## src/rtl/sck_frac_gen.sv

```systemverilog
// Fractional-rate serial clock generator: a fixed-point phase accumulator places
// every SCK edge on an integer clk cycle so the average half-period equals brd.
module sck_frac_gen #(
   parameter int ACC_W  = 32,
   parameter int FRAC_W = 7,
   parameter int CNT_W  = 8
) (
   input  logic             clk,
   input  logic             reset,
   input  logic             enable,
   input  logic             start,
   input  logic [ACC_W-1:0] brd,
   input  logic [CNT_W-1:0] nbits,
   input  logic             cpol,
   output logic             sck,
   output logic             lead_stb,
   output logic             trail_stb,
   output logic             busy,
   output logic             done,
   output logic             err
);

   typedef enum logic [1:0] {S_IDLE, S_RUN, S_DONE} state_t;

   localparam logic [ACC_W-1:0] ACC_STEP = {{(ACC_W-1){1'b0}}, 1'b1} << FRAC_W;
   localparam logic [CNT_W:0]   CNT_ONE  = {{CNT_W{1'b0}}, 1'b1};

   state_t           r_state;
   state_t           w_next;
   logic [ACC_W-1:0] r_acc;
   logic [ACC_W-1:0] r_match;
   logic [ACC_W-1:0] r_brd;
   logic [CNT_W:0]   r_cnt;
   logic [CNT_W:0]   r_last;
   logic             r_cpol;
   logic             w_accept;
   logic             w_reject;
   logic             w_hit;

   // Only the integer parts are compared, so both accumulators may wrap freely
   // and edges always land on whole clk cycles.
   always_comb begin
      w_next   = r_state;
      w_accept = 1'b0;
      w_reject = 1'b0;
      w_hit    = 1'b0;
      case (r_state)
         S_IDLE: begin
            if (start && enable) begin
               if ((|brd[ACC_W-1:FRAC_W]) && (|nbits)) begin
                  w_accept = 1'b1;
                  w_next   = S_RUN;
               end else begin
                  w_reject = 1'b1;
               end
            end
         end
         S_RUN: begin
            if (!enable) begin
               w_next = S_IDLE;
            end else if (r_acc[ACC_W-1:FRAC_W] == r_match[ACC_W-1:FRAC_W]) begin
               w_hit = 1'b1;
               if ((r_cnt + CNT_ONE) == r_last) begin
                  w_next = S_DONE;
               end
            end
         end
         S_DONE:  w_next = S_IDLE;
         default: w_next = S_IDLE;
      endcase
   end

   // busy and done mirror the state one cycle late; dropping enable kills both at once.
   always_ff @(posedge clk) begin
      if (reset) begin
         r_state   <= S_IDLE;
         r_acc     <= '0;
         r_match   <= '0;
         r_brd     <= '0;
         r_cnt     <= '0;
         r_last    <= '0;
         r_cpol    <= 1'b0;
         sck       <= 1'b0;
         lead_stb  <= 1'b0;
         trail_stb <= 1'b0;
         busy      <= 1'b0;
         done      <= 1'b0;
         err       <= 1'b0;
      end else begin
         r_state   <= w_next;
         busy      <= (r_state == S_RUN) && enable;
         done      <= (r_state == S_DONE) && enable;
         err       <= w_reject;
         lead_stb  <= w_hit && !r_cnt[0];
         trail_stb <= w_hit && r_cnt[0];
         case (r_state)
            S_IDLE: begin
               sck <= cpol;
               if (w_accept) begin
                  r_acc   <= ACC_STEP;
                  r_match <= brd;
                  r_brd   <= brd;
                  r_cnt   <= '0;
                  r_last  <= {nbits, 1'b0};
                  r_cpol  <= cpol;
               end
            end
            S_RUN: begin
               if (!enable) begin
                  sck <= r_cpol;
               end else begin
                  r_acc <= r_acc + ACC_STEP;
                  if (w_hit) begin
                     sck     <= ~sck;
                     r_match <= r_match + r_brd;
                     r_cnt   <= r_cnt + CNT_ONE;
                  end
               end
            end
            S_DONE: begin
               if (!enable) begin
                  sck <= r_cpol;
               end
            end
            default: sck <= r_cpol;
         endcase
      end
   end

endmodule

```

## config.mk

```make
export PLATFORM = sky130hd
export DESIGN_NAME = sck_frac_gen
export DESIGN_NICKNAME = d
export VERILOG_FILES = /design/src/rtl/sck_frac_gen.sv
export SDC_FILE = /design/constraint.sdc
export NUM_CORES = 1
export LEC_CHECK = 0
export BUFFER_PORTS_ARGS = -buffer_cell sky130_fd_sc_hd__clkbuf_2
export CORE_MARGIN = 3
export CORE_UTILIZATION = 40
export CTS_BUF_LIST = sky130_fd_sc_hd__clkbuf_16
export DETAILED_ROUTE_END_ITERATION = 6
export PLACE_DENSITY = 0.66
export SKIP_CTS_REPAIR_TIMING = 1
export SLEW_MARGIN = 20
export SYNTH_ARGS = -nofsm -noshare
export SYNTH_HDL_FRONTEND = slang
export SYNTH_SLANG_ARGS = --single-unit
```

## constraint.sdc

```tcl
create_clock -name clk -period 3.4 [get_ports clk]
set_input_delay 0.34 -clock clk [delete_from_list [all_inputs] [get_ports clk]]
set_output_delay 0.34 -clock clk [all_outputs]
set_load 0.1 [all_outputs]
```

# --- After elaboration in Yosys (flattened, before gate mapping) ---
# Cells that the tools add are included.
totals:
  elab_cells: 77
  output_inout_bits: 6
  register_bits: 122
  input_bits: 45
op_classes:
  n_eq_ne: 13
  mux: 28
  reduce_logical: 17
  bitwise: 3
  addsub: 3
ops:
  columns: ["cell", "n"]
  rows:
  - ["two-way mux 32 bit", 5]
  - ["case mux 32 bit (2 select lines)", 2]
  - ["adder 32 bit", 1]
  - ["adder 32 x 8 -> 32 bit, second input constant", 1]
  - ["two-way mux 9 bit", 3]
  - ["equality test 25 bit", 1]
  - ["OR reduction 25 bit", 1]
  - ["case mux 9 bit (2 select lines)", 1]
  - ["inequality test 2 bit, second input constant", 6]
  - ["two-way mux 1 bit", 10]
  - ["two-way mux 2 bit", 5]
  - ["adder 9 x 1 -> 9 bit, second input constant", 1]
  - ["equality test 9 bit", 1]
  - ["inequality test 3 bit, second input constant", 3]
  - ["AND reduction 4 bit", 2]
  - ["OR reduction 8 bit", 1]
  - ["logical AND 1 bit", 6]
  - ["case mux 2 bit (2 select lines)", 1]
  - ["AND reduction 2 bit", 2]
  - ["inverter 1 bit", 3]
  - ["case mux 1 bit (3 select lines)", 1]
  - ["AND reduction 3 bit", 1]
  - ["OR reduction 3 bit", 1]
  - ["equality test 2 x 1 -> 1 bit, second input constant", 1]
  - ["other kinds (4)", 4]

# --- Longest topological paths before layout ---
# Gate-level depths: netlist of the first run.
depth:
  word_depth: 7
  ltp_mapped: 10

# --- Worst setup path before layout of the first run ---
# No wires, ideal clock.
synth_timing:
  path_type: "register to register"
  from: "register r_match[0]"
  to: "register r_match[28]"
  path_stages_with_launch: 11
  arrival_ns: 2.451
  path_buffers: 0
  required_time_ns: 3.274
  setup_slack_ns: 0.823
  cell_sequence: "dfxtp_1 ha_1 fa_1 a21o_1 o2bb2ai_1 a41oi_2 o21ai_1 a211o_1 a221oi_2 xor2_1 o32ai_1"
synth_via:
  elab_chain_cells: 4
synth_lines:
  columns: ["element", "line", "text"]
  rows:
  - ["start: declaration", "31", "logic [ACC_W-1:0] r_match;"]
  - ["start signal: assignment", "101", "r_match <= brd;"]
  - ["start signal: assignment", "115", "r_match <= r_match + r_brd;"]
  - ["adder 32 bit", "115", null]
  - ["two-way mux 32 bit", "113", "if (w_hit) begin"]
  - ["two-way mux 32 bit", "109", "if (!enable) begin"]
  - ["case mux 32 bit (2 select lines)", "96", "case (r_state)"]
# Every way passes these cells. The select of a mux whose other input is x is not followed.
# A chain may end at the register's enable or synchronous reset.

# --- Worst setup path after layout of the first run ---
layout_timing:
  from: "register r_match[0]"
  to: "register r_match[30]"
# Same word-level chain as after synthesis.

==> impl_results.rst, run 1 <==
.. list-table::
   :header-rows: 1

   * - Metric
     - Value
   * - Run status
     - finished clean
   * - Seq pwr share
     - 0.396
   * - TritonCTS clock tree
     - built
   * - Post-synthesis share of cell area spent on xor and xnor gates
     - 0.105
   * - Initial cell density of the core
     - 0.409
   * - RSZ-0062 raised after global routing
     - false
   * - Number of failing hold endpoints at the final stage
     - 0
   * - Nature of the critical path endpoint
     - register
   * - Number of placed instances with taps included
     - 1107
   * - Largest net degree at the start of global routing
     - 41
   * - Ports placed on the boundary
     - 51
   * - Basic-gate share of the synthesized area counting and, or, nand and nor cells
     - 0.241
   * - DRC violation total after the first TritonRoute iteration
     - 406
   * - Average routed wire per standard cell
     - 16.0 um
   * - Net count after synthesis
     - 945
   * - Clock buffer count from CTS
     - 17
   * - Final routed wirelength across all metal layers
     - 18300 um
   * - Netlist area before placement
     - 6810 sq um
   * - Count leader, synth
     - nand2_1
   * - Class of the most critical setup path
     - register to register
   * - Die X-Extent
     - 136 um
   * - Mux contribution to synthesized area
     - 0.00312
   * - Global-route wire length before repair
     - 30000 um
   * - Switching power total
     - 0.00102 W
   * - Number of slew-limit violations in the final report
     - 0
   * - Arrival time worst endpoint
     - 3.26 ns
   * - Commonest register cell after synthesis
     - dfxtp_1
   * - Share of the synthesized area in compound gates (AO/OA/AOI/OAI)
     - 0.214
   * - Portion of total power attributed to the clock network
     - 0.474
   * - Maximum clock frequency
     - 340 MHz
   * - Post-synthesis sequential area ratio
     - 0.338
   * - Router iterations before antenna repair
     - 6
   * - Post-layout power
     - 0.00368 W
   * - Grt ovf
     - 0
   * - Synthesis warning total
     - 0
   * - Clock latency on the worst-skew pair
     - 0.42 ns
   * - Number of core rows
     - 47
   * - Post-Synthesis Cells
     - 866
   * - ANT nets after route
     - 0
   * - Portion of synthesized cell area occupied by the leading cell type
     - 0.338
   * - Count of placed standard cells in the final layout, fillers left out
     - 1139
   * - Clock Root Buffer
     - clkbuf_16
   * - Post-Syn Area per Cell
     - 7.86 sq um
   * - Top cell types by occurrence after synthesis
     - nand2_1 (156), dfxtp_1 (115), a21oi_1 (95)
   * - Period Utilization, post-route
     - 0.866
   * - Cell type contributing the most total cell area after synthesis
     - dfxtp_1
   * - Min Hold Slack
     - 0.149 ns
   * - CP Data Required Time
     - 3.72 ns
   * - Least-Margin Pin Slew
     - 0.578 ns
   * - Switching Share
     - 0.279
   * - Via-to-Cell Ratio
     - 5.51
   * - Seq cells post-synth
     - 115
   * - Last weighted congestion value of the routability-driven placer
     - 0.868
   * - Antenna violations before repair
     - 0
   * - Number of antenna diodes
     - 0
   * - Layout overhead on the synthesized area
     - 15.1%
   * - Overall die height
     - 136 um
   * - Vias in the first global route
     - 5902
   * - Utilization after layout
     - 0.471
   * - Layout net count
     - 985
   * - P_int
     - 0.00265 W
   * - Worst Setup Start Kind
     - register
   * - Setup tns final
     - 0 ns
   * - Adder-Cell Fraction of Synth Area
     - 0.0636
   * - Post-synthesis async set-or-reset flop share
     - 0
   * - Post-detailed-placement half-perimeter wirelength
     - 13100 um
   * - Worst Skew
     - 0.0141 ns
   * - Number of synthesized flops with an enable pin
     - 0
   * - Final critical delay including setup and external delays
     - 2.94 ns
   * - Main combinational cell family by area after synthesis
     - simple AND/OR/NAND/NOR gates
   * - Buffers added on ports
     - 50
   * - Maximum capacitance violations
     - 0
   * - Post-route DRC violation count
     - 0
   * - Peak ir drop on the vdd network
     - 364 uV
   * - Level count of the clock H-tree
     - 4
   * - Number of distinct library cells after synthesis
     - 71
   * - Standby leakage power
     - 3.11 nW
   * - Worst-path maximum fanout
     - 5
   * - Clock Sink Count
     - 115
   * - Via count
     - 6277
   * - Max_slew headroom
     - 0.612
   * - Count of endpoints failing setup in the final report
     - 0
   * - Overall global routing resource usage
     - 0.204
   * - Share of final-layout standard cells stronger than drive strength 1
     - 0.127
   * - Kind of path behind the tightest hold check
     - input pin to register
   * - Maximum clock path buffer count
     - 2
   * - Clock transition at the registers of the reported paths
     - 0.06 ns
   * - Cell area power density
     - 469 nW/um^2
   * - Die footprint
     - 18600 sq um
   * - Combinational cell fraction of total power
     - 0.130
   * - Area of the core
     - 16600 sq um
   * - Leading cell types by total area after synthesis
     - dfxtp_1 (34%), nand2_1 (8.6%), a21oi_1 (7.0%)
==> power groups by stage <==
stage               Sequential (W)  Combinational (W)  Clock (W)
floorplan                  0.00148           0.000333          0
global placement           0.00148           0.000471          0
detailed placement         0.00148           0.000475          0
CTS                        0.00145           0.000479    0.00176
global route               0.00146           0.000533    0.00183
finish                     0.00145           0.000479    0.00174
==> state kept, by name, summed over array words and instances, names as in the netlist, 2 cells and up <==
name,cells
r_brd,32
r_last,8
r_cnt,9
r_acc,25
r_state,2
r_match,32
==> worst paths after layout <==
check                  start          end  slack [ns]  cells after the start
setup / recovery  r_match[0]  r_match[30]        0.46                     10
hold / removal      nbits[4]    r_last[5]        0.15                      3
setup reg to reg  r_match[0]  r_match[30]        0.46                     10
hold reg to reg    r_brd[20]    r_brd[20]        0.46                      2
==> layout by cell type (no fill, tap or decap), drive strengths merged, types with 19 or more instances in the layout <==
cell type  synthesis  routed
nand2            156     156
xor2              34      34
o21ai             33      33
a21oi             95      95
clkbuf            30      66
a21o              19      19
ha                33      33
nand3             24      24
dfxtp            115     115
xnor2             48      48
nor3              22      22
nor2              88      88
==> layer usage <==
| layer | GRT usage | up-vias | wire (um) |
|---|---|---|---|
| met5 | 0 | - | 0 |
| met3 | 0.0418 | 24 | 854 |
| met2 | 0.340 | 148 | 8810 |
| met1 | 0.265 | 2943 | 8290 |
| li1 | - | 3162 | - |
| met4 | 0.0638 | 0 | 303 |
==> metrics by stage <==
| step | setup WS [ns] | area (sq um) |
|---|---|---|
| final | 0.456 | 7840 |
| after global routing | 0.273 | 7840 |
| after CTS | 0.478 | 7840 |
| after detailed placement | 0.523 | 7270 |
| after global placement | 0.584 | 7270 |
| after floorplan | 0.823 | 6810 |
==> cell families after synthesis <==
family / Yosys count
simple gates: 359
compound gates: 220
flops: 115
xor+xnor: 82
buf+inv: 54
fa+ha+maj: 34
mux: 2
==> final cells by class <==
type	instances	area, sq um
sequential	115	2300
inverter	12	45.0
clock inverter	15	140
fill	1682	8800
multi-input combinational	697	4290
timing repair buffer	63	360
clock buffer	17	425
tap	220	275
==> critical path, stage by stage (launching register included) <==
cell       delay (ns)
dfxtp_1          0.31
ha_1             0.25
fa_1             0.41
a21o_1           0.22
o2bb2ai_1        0.17
a41oi_2          0.37
a21oi_1          0.16
o31ai_2          0.44
o31ai_2          0.13
xnor2_1          0.14
a221oi_1         0.26
Note: power is estimated with default switching activity, not from simulation.
==> inputs of run 2 (changes only) <==
--- a/config.mk
+++ b/config.mk
@@ -8,8 +8,8 @@
 export BUFFER_PORTS_ARGS = -buffer_cell sky130_fd_sc_hd__clkbuf_2
 export CORE_MARGIN = 3
-export CORE_UTILIZATION = 40
+export CORE_UTILIZATION = 51
 export CTS_BUF_LIST = sky130_fd_sc_hd__clkbuf_16
 export DETAILED_ROUTE_END_ITERATION = 6
-export PLACE_DENSITY = 0.66
+export PLACE_DENSITY = 0.78
 export SKIP_CTS_REPAIR_TIMING = 1
 export SLEW_MARGIN = 20
==> constraint.sdc (replaced) <==
create_clock -name clk -period 3.4 [get_ports clk]
set_input_delay 0.34 -clock clk [delete_from_list [all_inputs] [get_ports clk]]
set_output_delay 0.34 -clock clk [all_outputs]
set_load 0.02 [all_outputs]
==> impl_results.rst, run 2 (synthesis results as in run 1) <==
.. list-table::
   :header-rows: 1

   * - Metric
     - Value
   * - Run status
     - finished clean (unchanged)
   * - Leading cell types in the layout, fill and taps excluded
     - nand2_1 (156), dfxtp_1 (115), a21oi_1 (95) (unchanged)
   * - Post-route DRC violation count
     - 0 (unchanged)
   * - Maximum clock path buffer count
     - 2 (unchanged)
   * - Last weighted congestion value of the routability-driven placer
     - 0.961 (was 0.868)
   * - Via count
     - 6379 (was 6277)
   * - Antenna violations before repair
     - 0 (unchanged)
   * - Post-detailed-placement half-perimeter wirelength
     - 12500 um (was 13100 um)
   * - Nature of the critical path endpoint
     - register (unchanged)
   * - Largest net degree at the start of global routing
     - 53 (was 41)
   * - Clock Root Buffer
     - clkbuf_16 (unchanged)
   * - Final design area excluding fillers
     - 7790 sq um (was 7840 sq um)
   * - Clock latency on the worst-skew pair
     - 0.43 ns (was 0.42 ns)
   * - Share of final-layout standard cells stronger than drive strength 1
     - 0.127 (about the same)
   * - Area of the core
     - 12800 sq um (was 16600 sq um)
   * - Average routed wire per standard cell
     - 16.8 um (was 16.0 um)
   * - CP Data Required Time
     - 3.70 ns (was 3.72 ns)
   * - Buffers added on ports
     - 50 (unchanged)
   * - RSZ-0062 raised after global routing
     - false (unchanged)
   * - Worst-path maximum fanout
     - 5 (unchanged)
   * - Ports placed on the boundary
     - 51 (unchanged)
   * - Router iterations before antenna repair
     - 5 (was 6)
   * - Layout net count
     - 984 (was 985)
   * - Class of the most critical setup path
     - register to register (unchanged)
   * - Arrival time worst endpoint
     - 3.31 ns (was 3.26 ns)
   * - Global-route wire length before repair
     - 30000 um (about the same)
   * - Layout overhead on the synthesized area
     - 14.5% (was 15.1%)
   * - Peak ir drop on the vdd network
     - 450 uV (was 364 uV)
   * - Startpoint of the lowest-slack hold path
     - brd[0] (was nbits[4])
   * - Number of antenna diodes
     - 0 (unchanged)
   * - Least-Margin Pin Slew
     - 0.709 ns (was 0.578 ns)
   * - Crit Reg-Reg Endpoint
     - r_match[28] (was r_match[30])
   * - Cell area power density
     - 472 nW/um^2 (was 469 nW/um^2)
   * - TritonCTS clock tree
     - built (unchanged)
   * - Maximum capacitance violations
     - 0 (unchanged)
   * - Worst R2R Path Depth
     - 10 (unchanged)
   * - Launching element of the worst setup path
     - r_match[0] (unchanged)
   * - Period Utilization, post-route
     - 0.886 (was 0.866)
   * - Overall die height
     - 122 um (was 136 um)
   * - Standby leakage power
     - 3.10 nW (was 3.11 nW)
   * - Vias in the first global route
     - 6020 (was 5902)
   * - Kind of path behind the tightest hold check
     - input pin to register (unchanged)
   * - Number of slew-limit violations in the final report
     - 0 (unchanged)
   * - Number of core rows
     - 41 (was 47)
   * - Number of placed instances with taps included
     - 1058 (was 1107)
   * - Sequential cell area
     - 2300 sq um (unchanged)
   * - Final routed wirelength across all metal layers
     - 18300 um (about the same)
   * - Total placed instance area
     - 7210 sq um (was 7270 sq um)
   * - Utilization after layout
     - 0.608 (was 0.471)
   * - Worst Skew
     - 0.0123 ns (was 0.0141 ns)
   * - Grt ovf
     - 0 (unchanged)
   * - Filler Cell Count
     - 1151 (was 1682)
   * - Level count of the clock H-tree
     - 4 (unchanged)
   * - Initial cell density of the core
     - 0.531 (was 0.409)
   * - Overall global routing resource usage
     - 0.255 (was 0.204)
   * - Final critical delay including setup and external delays
     - 3.01 ns (was 2.94 ns)
   * - Min Hold Slack
     - 0.139 ns (was 0.149 ns)
   * - Die footprint
     - 14800 sq um (was 18600 sq um)
   * - Destination of the worst hold path
     - r_brd[0] (was r_last[5])
   * - Via-to-Cell Ratio
     - 5.85 (was 5.51)
   * - Worst Setup Start Kind
     - register (unchanged)
   * - Reg2Reg Setup Slack
     - 0.39 ns (was 0.46 ns)
   * - Setup tns final
     - 0 ns (unchanged)
   * - Die X-Extent
     - 122 um (was 136 um)
   * - Maximum clock frequency
     - 332 MHz (was 340 MHz)
   * - Clock transition at the registers of the reported paths
     - 0.06 ns (about the same)
   * - Max_slew headroom
     - 0.527 (was 0.612)
   * - Count of placed standard cells in the final layout, fillers left out
     - 1090 (was 1139)
   * - Clock buffer count from CTS
     - 17 (unchanged)
   * - Clock Sink Count
     - 115 (unchanged)
   * - Commonest non-fill, non-tap cell in the layout
     - nand2_1 (unchanged)
   * - DRC violation total after the first TritonRoute iteration
     - 547 (was 406)
   * - Biggest registers after layout
     - r_brd (32), r_match (32), r_acc (25) (unchanged)
   * - ANT nets after route
     - 0 (unchanged)
   * - Number of failing hold endpoints at the final stage
     - 0 (unchanged)
   * - Area of the multi-input gates
     - 4290 sq um (unchanged)
   * - Worst reg2reg path startpoint
     - r_match[0] (unchanged)
   * - Count of endpoints failing setup in the final report
     - 0 (unchanged)
   * - Worst Hold Path Cells
     - 3 (unchanged)
[run 2: layer usage]
layer,part of all wire,track usage
met5,0,0
met4,0.022,0.0910
met3,0.058,0.0562
met2,0.48,0.422
met1,0.44,0.328
[run 2: worst max path at each step]
stage | end | cells after the start
floorplan | r_match[28] | 10
global placement | r_match[30] | 10
detailed placement | r_match[30] | 10
CTS | r_match[30] | 10
global route | r_match[30] | 10
finish | r_match[28] | 10
[run 2: power breakdown]
group          switching [W]  internal [W]  total, W  leakage (nW)
Combinational       0.000295      0.000181  0.000476          1.89
Sequential         0.0000498       0.00140   0.00145         0.937
Clock               0.000672       0.00108   0.00175         0.277
Total                0.00102       0.00266   0.00368          3.10
[run 2: worst max-delay path, stage by stage, from the launching register on]
cell and delay, ns:
dfxtp_1 0.31, ha_1 0.24, fa_1 0.41, a21o_1 0.22
o2bb2ai_1 0.17, a41oi_2 0.38, o21ai_1 0.19, a211o_1 0.38
a221oi_2 0.28, xor2_1 0.18, o32ai_1 0.10
[run 2: per-stage QoR]
stage          setup WS, ns  total power, W
5_1_grt               0.226         0.00380
6_report              0.389         0.00368
4_1_cts               0.417         0.00368
3_3_place_gp          0.545         0.00194
3_5_place_dp          0.484         0.00194
2_1_floorplan         0.823         0.00180
[run 2: area by class of cell]
type / instances / area share
timing repair buffer: 62 / 0.0462
multi-input combinational: 697 / 0.550
tap: 172 / 0.0276
inverter: 12 / 0.00578
sequential: 115 / 0.295
clock buffer: 17 / 0.0546
clock inverter: 15 / 0.0202
